<file path="config.mk">
export PLATFORM = sky130hd
export DESIGN_NAME = iob_req_slice
export DESIGN_NICKNAME = d
export VERILOG_FILES = /design/src/rtl/iob_req_slice.sv
export SDC_FILE = /design/constraint.sdc
export NUM_CORES = 1
export LEC_CHECK = 0
export ABC_AREA = 1
export ABC_CLOCK_PERIOD_IN_PS = 5100
export CAP_MARGIN = 20
export CELL_PAD_IN_SITES_DETAIL_PLACEMENT = 1
export CELL_PAD_IN_SITES_GLOBAL_PLACEMENT = 1
export CORE_UTILIZATION = 30
export DETAILED_ROUTE_END_ITERATION = 12
export GPL_TIMING_DRIVEN = 0
export PLACE_DENSITY = 0.72
export SETUP_SLACK_MARGIN = 0.4
export SLEW_MARGIN = 40
export SYNTH_ARGS = -nofsm -noshare
export SYNTH_HDL_FRONTEND = slang
export SYNTH_SLANG_ARGS = --single-unit
</file>
<file path="constraint.sdc">
create_clock -name clk -period 5.1 [get_ports clk]
set_input_delay 1.02 -clock clk [delete_from_list [all_inputs] [get_ports clk]]
set_output_delay 1.02 -clock clk [all_outputs]
set_load 0.02 [all_outputs]
</file>
<file path="src/rtl/iob_req_slice.sv">
// IOb request/response register slice: two-entry request skid buffer plus registered read response.
// Latency: request 1 cycle, read response 1 cycle. Backpressure: s_iob_ready_o drops only when the skid entry is full.
// Reads are held in the main entry while MAX_RD_OUTSTANDING reads are in flight, stalling everything behind them.
module iob_req_slice #(
    parameter int ADDR_WIDTH         = 32,
    parameter int DATA_WIDTH         = 32,
    parameter int STRB_WIDTH         = DATA_WIDTH / 8,
    parameter int MAX_RD_OUTSTANDING = 4,
    parameter int CNT_W              = $clog2(MAX_RD_OUTSTANDING + 1)
) (
    input  logic                  clk,
    input  logic                  rst_n,
    input  logic                  s_iob_avalid_i,
    input  logic [ADDR_WIDTH-1:0] s_iob_addr_i,
    input  logic [DATA_WIDTH-1:0] s_iob_wdata_i,
    input  logic [STRB_WIDTH-1:0] s_iob_wstrb_i,
    output logic                  s_iob_ready_o,
    output logic                  s_iob_rvalid_o,
    output logic [DATA_WIDTH-1:0] s_iob_rdata_o,
    output logic                  m_iob_avalid_o,
    output logic [ADDR_WIDTH-1:0] m_iob_addr_o,
    output logic [DATA_WIDTH-1:0] m_iob_wdata_o,
    output logic [STRB_WIDTH-1:0] m_iob_wstrb_o,
    input  logic                  m_iob_ready_i,
    input  logic                  m_iob_rvalid_i,
    input  logic [DATA_WIDTH-1:0] m_iob_rdata_i,
    output logic [CNT_W-1:0]      rd_pending_o,
    output logic                  err_o
);

    localparam logic [CNT_W-1:0] MAX_CNT = CNT_W'(MAX_RD_OUTSTANDING);

    logic                  main_valid;
    logic [ADDR_WIDTH-1:0] main_addr;
    logic [DATA_WIDTH-1:0] main_wdata;
    logic [STRB_WIDTH-1:0] main_wstrb;
    logic                  skid_valid;
    logic [ADDR_WIDTH-1:0] skid_addr;
    logic [DATA_WIDTH-1:0] skid_wdata;
    logic [STRB_WIDTH-1:0] skid_wstrb;
    logic [CNT_W-1:0]      rd_cnt;

    logic main_is_rd;
    logic rd_block;
    logic main_fire;
    logic s_accept;
    logic cnt_inc;
    logic cnt_dec;

    assign main_is_rd     = (main_wstrb == '0);
    assign rd_block       = main_is_rd && (rd_cnt == MAX_CNT);
    assign m_iob_avalid_o = main_valid && !rd_block;
    assign m_iob_addr_o   = main_addr;
    assign m_iob_wdata_o  = main_wdata;
    assign m_iob_wstrb_o  = main_wstrb;
    assign s_iob_ready_o  = !skid_valid;
    assign rd_pending_o   = rd_cnt;

    assign main_fire = m_iob_avalid_o && m_iob_ready_i;
    assign s_accept  = s_iob_avalid_i && s_iob_ready_o;
    assign cnt_inc   = main_fire && main_is_rd;
    assign cnt_dec   = m_iob_rvalid_i && (rd_cnt != '0);

    // Skid is only ever loaded while main is occupied and not draining, so
    // main always holds the oldest request and ordering is preserved.
    always_ff @(posedge clk or negedge rst_n) begin
        if (!rst_n) begin
            main_valid <= 1'b0;
            main_addr  <= '0;
            main_wdata <= '0;
            main_wstrb <= '0;
            skid_valid <= 1'b0;
            skid_addr  <= '0;
            skid_wdata <= '0;
            skid_wstrb <= '0;
        end else if (main_fire) begin
            if (skid_valid) begin
                main_addr  <= skid_addr;
                main_wdata <= skid_wdata;
                main_wstrb <= skid_wstrb;
                skid_valid <= 1'b0;
            end else if (s_accept) begin
                main_addr  <= s_iob_addr_i;
                main_wdata <= s_iob_wdata_i;
                main_wstrb <= s_iob_wstrb_i;
            end else begin
                main_valid <= 1'b0;
            end
        end else if (s_accept) begin
            if (!main_valid) begin
                main_valid <= 1'b1;
                main_addr  <= s_iob_addr_i;
                main_wdata <= s_iob_wdata_i;
                main_wstrb <= s_iob_wstrb_i;
            end else begin
                skid_valid <= 1'b1;
                skid_addr  <= s_iob_addr_i;
                skid_wdata <= s_iob_wdata_i;
                skid_wstrb <= s_iob_wstrb_i;
            end
        end
    end

    // A response with nothing pending is still forwarded; it only flags err_o.
    always_ff @(posedge clk or negedge rst_n) begin
        if (!rst_n) begin
            rd_cnt         <= '0;
            err_o          <= 1'b0;
            s_iob_rvalid_o <= 1'b0;
            s_iob_rdata_o  <= '0;
        end else begin
            if (cnt_inc && !cnt_dec) begin
                rd_cnt <= rd_cnt + 1'b1;
            end else if (cnt_dec && !cnt_inc) begin
                rd_cnt <= rd_cnt - 1'b1;
            end
            if (m_iob_rvalid_i && (rd_cnt == '0)) begin
                err_o <= 1'b1;
            end
            s_iob_rvalid_o <= m_iob_rvalid_i;
            if (m_iob_rvalid_i) begin
                s_iob_rdata_o <= m_iob_rdata_i;
            end
        end
    end

endmodule

</file>
==> impl_metrics.json <==
{
  "die_area_um2": 29700,
  "cp.required_ns": 4.08,
  "start_util_pct": 30.9,
  "pin_count": 212,
  "yosysMostFrequentCell": "nand2_1",
  "die_h_um": 172,
  "drv_cap": 0,
  "yosys.area.top_type": "dfrtp_1",
  "grt_pass1_vias": 8578,
  "maxSlewViolCount": 0,
  "path_max_fanout": 10,
  "cts_tree": "built",
  "leakage_nw": 6.15,
  "dpl_cell_area_um2": 11400,
  "dp_slack_ns": 1.45,
  "viasPerCell": 4.72,
  "hpwl_mm": 20.7,
  "clk_pin_slew_ns": 0.08,
  "path_class": "register to output port",
  "hp-class": "primary input to async pin",
  "grt_max_degree": 65,
  "final.min_clock_period_ns": 3.37,
  "cp-start-kind": "register",
  "hold_viol": 0,
  "area_delta_synth_final_pct": 37.4,
  "synthFlopType": "dfrtp_1",
  "fill_cells": 3374,
  "design_area_um2": 12000,
  "syn_area_um2": 8700,
  "skew_ns": 0.0174,
  "drive_above_1_share_pct": 7.71,
  "cts_root_buffer": "clkbuf_16",
  "fin_ws_ns": 1.73,
  "timing.rr.start": "rd_pending_o[0]",
  "grt-ovfl-total": 0,
  "worst_pin_slew_ns": 0.575,
  "syn_inst": 1155,
  "rsz0062_at_grt": "false",
  "portBuffers": 210,
  "setup_viol": 0,
  "status": "finished clean",
  "drcViolationCount": 0,
  "ant_nets": 0,
  "core_um2": 28200,
  "antenna_cells": 0,
  "timing.final.crit_share_pct": 66.1,
  "firstDrtPassIters": 4,
  "gp_congestion": 0.773,
  "cts_hold_buffers": 0,
  "holdWs_ns": 0.403,
  "cts_setup_buffers": 0,
  "clk_latency_ns": 0.45,
  "grtUsageTotal_pct": 20.3,
  "die_w_um": 172,
  "yosysSeqAreaShare_pct": 50.3,
  "drtIter0Drc": 429,
  "worstSetupEndpointType": "output port",
  "crit_arrival_ns": 2.35,
  "max_freq_mhz": 297,
  "synth_top_area_share_pct": 50.3,
  "r2r_cells": 14,
  "yosys-top-cells-count": "689 x nand2_1, 175 x dfrtp_1, 68 x nand3_1, 68 x nand4_1, 47 x clkbuf_1",
  "synth_seq_cells": 175,
  "ctsHtreeMaxLevel": 4,
  "reg2reg_slack_ns": 1.86,
  "ff_latch_area_um2": 4380,
  "syn-num-nets": 1263,
  "r2r-end": "m_iob_wdata_o[2]",
  "powerDensity_nw_per_um2": 275,
  "synth_area_leaders": "dfrtp_1 50%, nand2_1 30%, nand4_1 4.9%, mux2_2 4.1%, nand3_1 3.9%",
  "ys_warn_count": 0,
  "vdd_drop_max_v": 0.000201,
  "cts_sinks": 175,
  "wl_per_cell_um": 16.3,
  "cts_inserted_buffers": 17,
  "worstSetupStartpoint": "skid_valid",
  "grt_pass1_wl_mm": 46.8,
  "slew-limit-headroom_pct": 61.7,
  "syn_area_per_cell_um2": 7.53,
  "antenna_found_initial": 0,
  "fin_nets": 1495,
  "synth_edf_count": 0,
  "multi_input_area_um2": 3890,
  "num_vias": 8395,
  "synthArstFlopShare_pct": 100,
  "ys_types": 25,
  "drt-total-wl_mm": 29.0,
  "cts_resized": 0,
  "num_rows": 61,
  "clk_path_buf_depth": 2
}
-- logic make-up after synthesis --
logic type      count (synthesis)  share of synthesized area, %
fa+ha+maj                       3                         0.518
buf+inv                       100                          4.99
compound gates                 11                         0.820
xor+xnor                        2                         0.201
mux                            32                          4.14
flops                         175                          50.3
simple gates                  832                          39.0
-- worst max path at each step --
| stage | cells after the start | slack [ns] | to |
|---|---|---|---|
| finish | 4 | 1.73 | s_iob_ready_o |
| global route | 4 | 1.61 | s_iob_ready_o |
| CTS | 4 | 1.66 | s_iob_ready_o |
| detailed placement | 11 | 1.45 | m_iob_wdata_o[2] |
| global placement | 1 | -4.80 | skid_wdata[26] |
| floorplan | 12 | 2.39 | rd_pending_o[2] |
-- registers in the layout, summed over array words and instances (netlist names) --
name,cells
err_o,1
m_iob_addr_o,32
m_iob_wdata_o,32
m_iob_wstrb_o,4
main_valid,1
rd_pending_o,3
s_iob_rdata_o,32
s_iob_rvalid_o,1
skid_addr,32
skid_valid,1
skid_wdata,32
skid_wstrb,4
-- worst max-delay path: stages (launching register included) --
cell	delay, ns
dfrtp_1	0.36
buf_2	0.19
inv_2	0.21
clkbuf_1	0.42
clkdlybuf4s50_1	0.72
-- power by group --
part / switching, W / internal, W / total [W]
clock: 0.000679 / 0.000661 / 0.00134
combinational: 0.000271 / 0.000215 / 0.000486
sequential: 0.0000290 / 0.00143 / 0.00146
-- per-layer routing --
layer / vias to the layer above / wire [um] / global-route usage [%]
met3: 15 / 1310 / 3.73
met5: - / 0 / 0
met4: 0 / 250 / 4.08
met2: 166 / 14000 / 34.4
met1: 4087 / 13500 / 26.9
li1: 4127 / - / -
-- layout make-up --
cell class,instances,area share [%]
sequential,175,36.6
multi-input combinational,880,32.5
timing repair buffer,213,18.3
tap,378,3.96
clock buffer,17,3.56
buffer,84,3.13
clock inverter,15,1.38
inverter,16,0.502
-- stage by stage --
stage | cells | util, % | total power [W] | TNS, ns
detailed placement | 1746 | 40.3 | 0.00198 | 0
global placement | 1743 | 40.0 | 0.00196 | -836.42
finish | 1778 | 42.4 | 0.00328 | 0
floorplan | 1155 | - | 0.00169 | 0
CTS | 1778 | 42.4 | 0.00334 | 0
global route | 1778 | 42.4 | 0.00343 | 0
-- placed cells by master (no fill, tap or decap), types with 5 or more instances in the layout --
cell	count
mux2_2	32
clkdlybuf4s50_1	209
clkbuf_16	17
buf_2	23
inv_2	5
buf_1	7
nand2_1	689
buf_4	6
o21ai_0	6
nand3_1	68
inv_1	10
nand4_1	68
clkbuf_1	47
inv_8	6
dfrtp_1	175
Power figures use the tool's default switching activity.
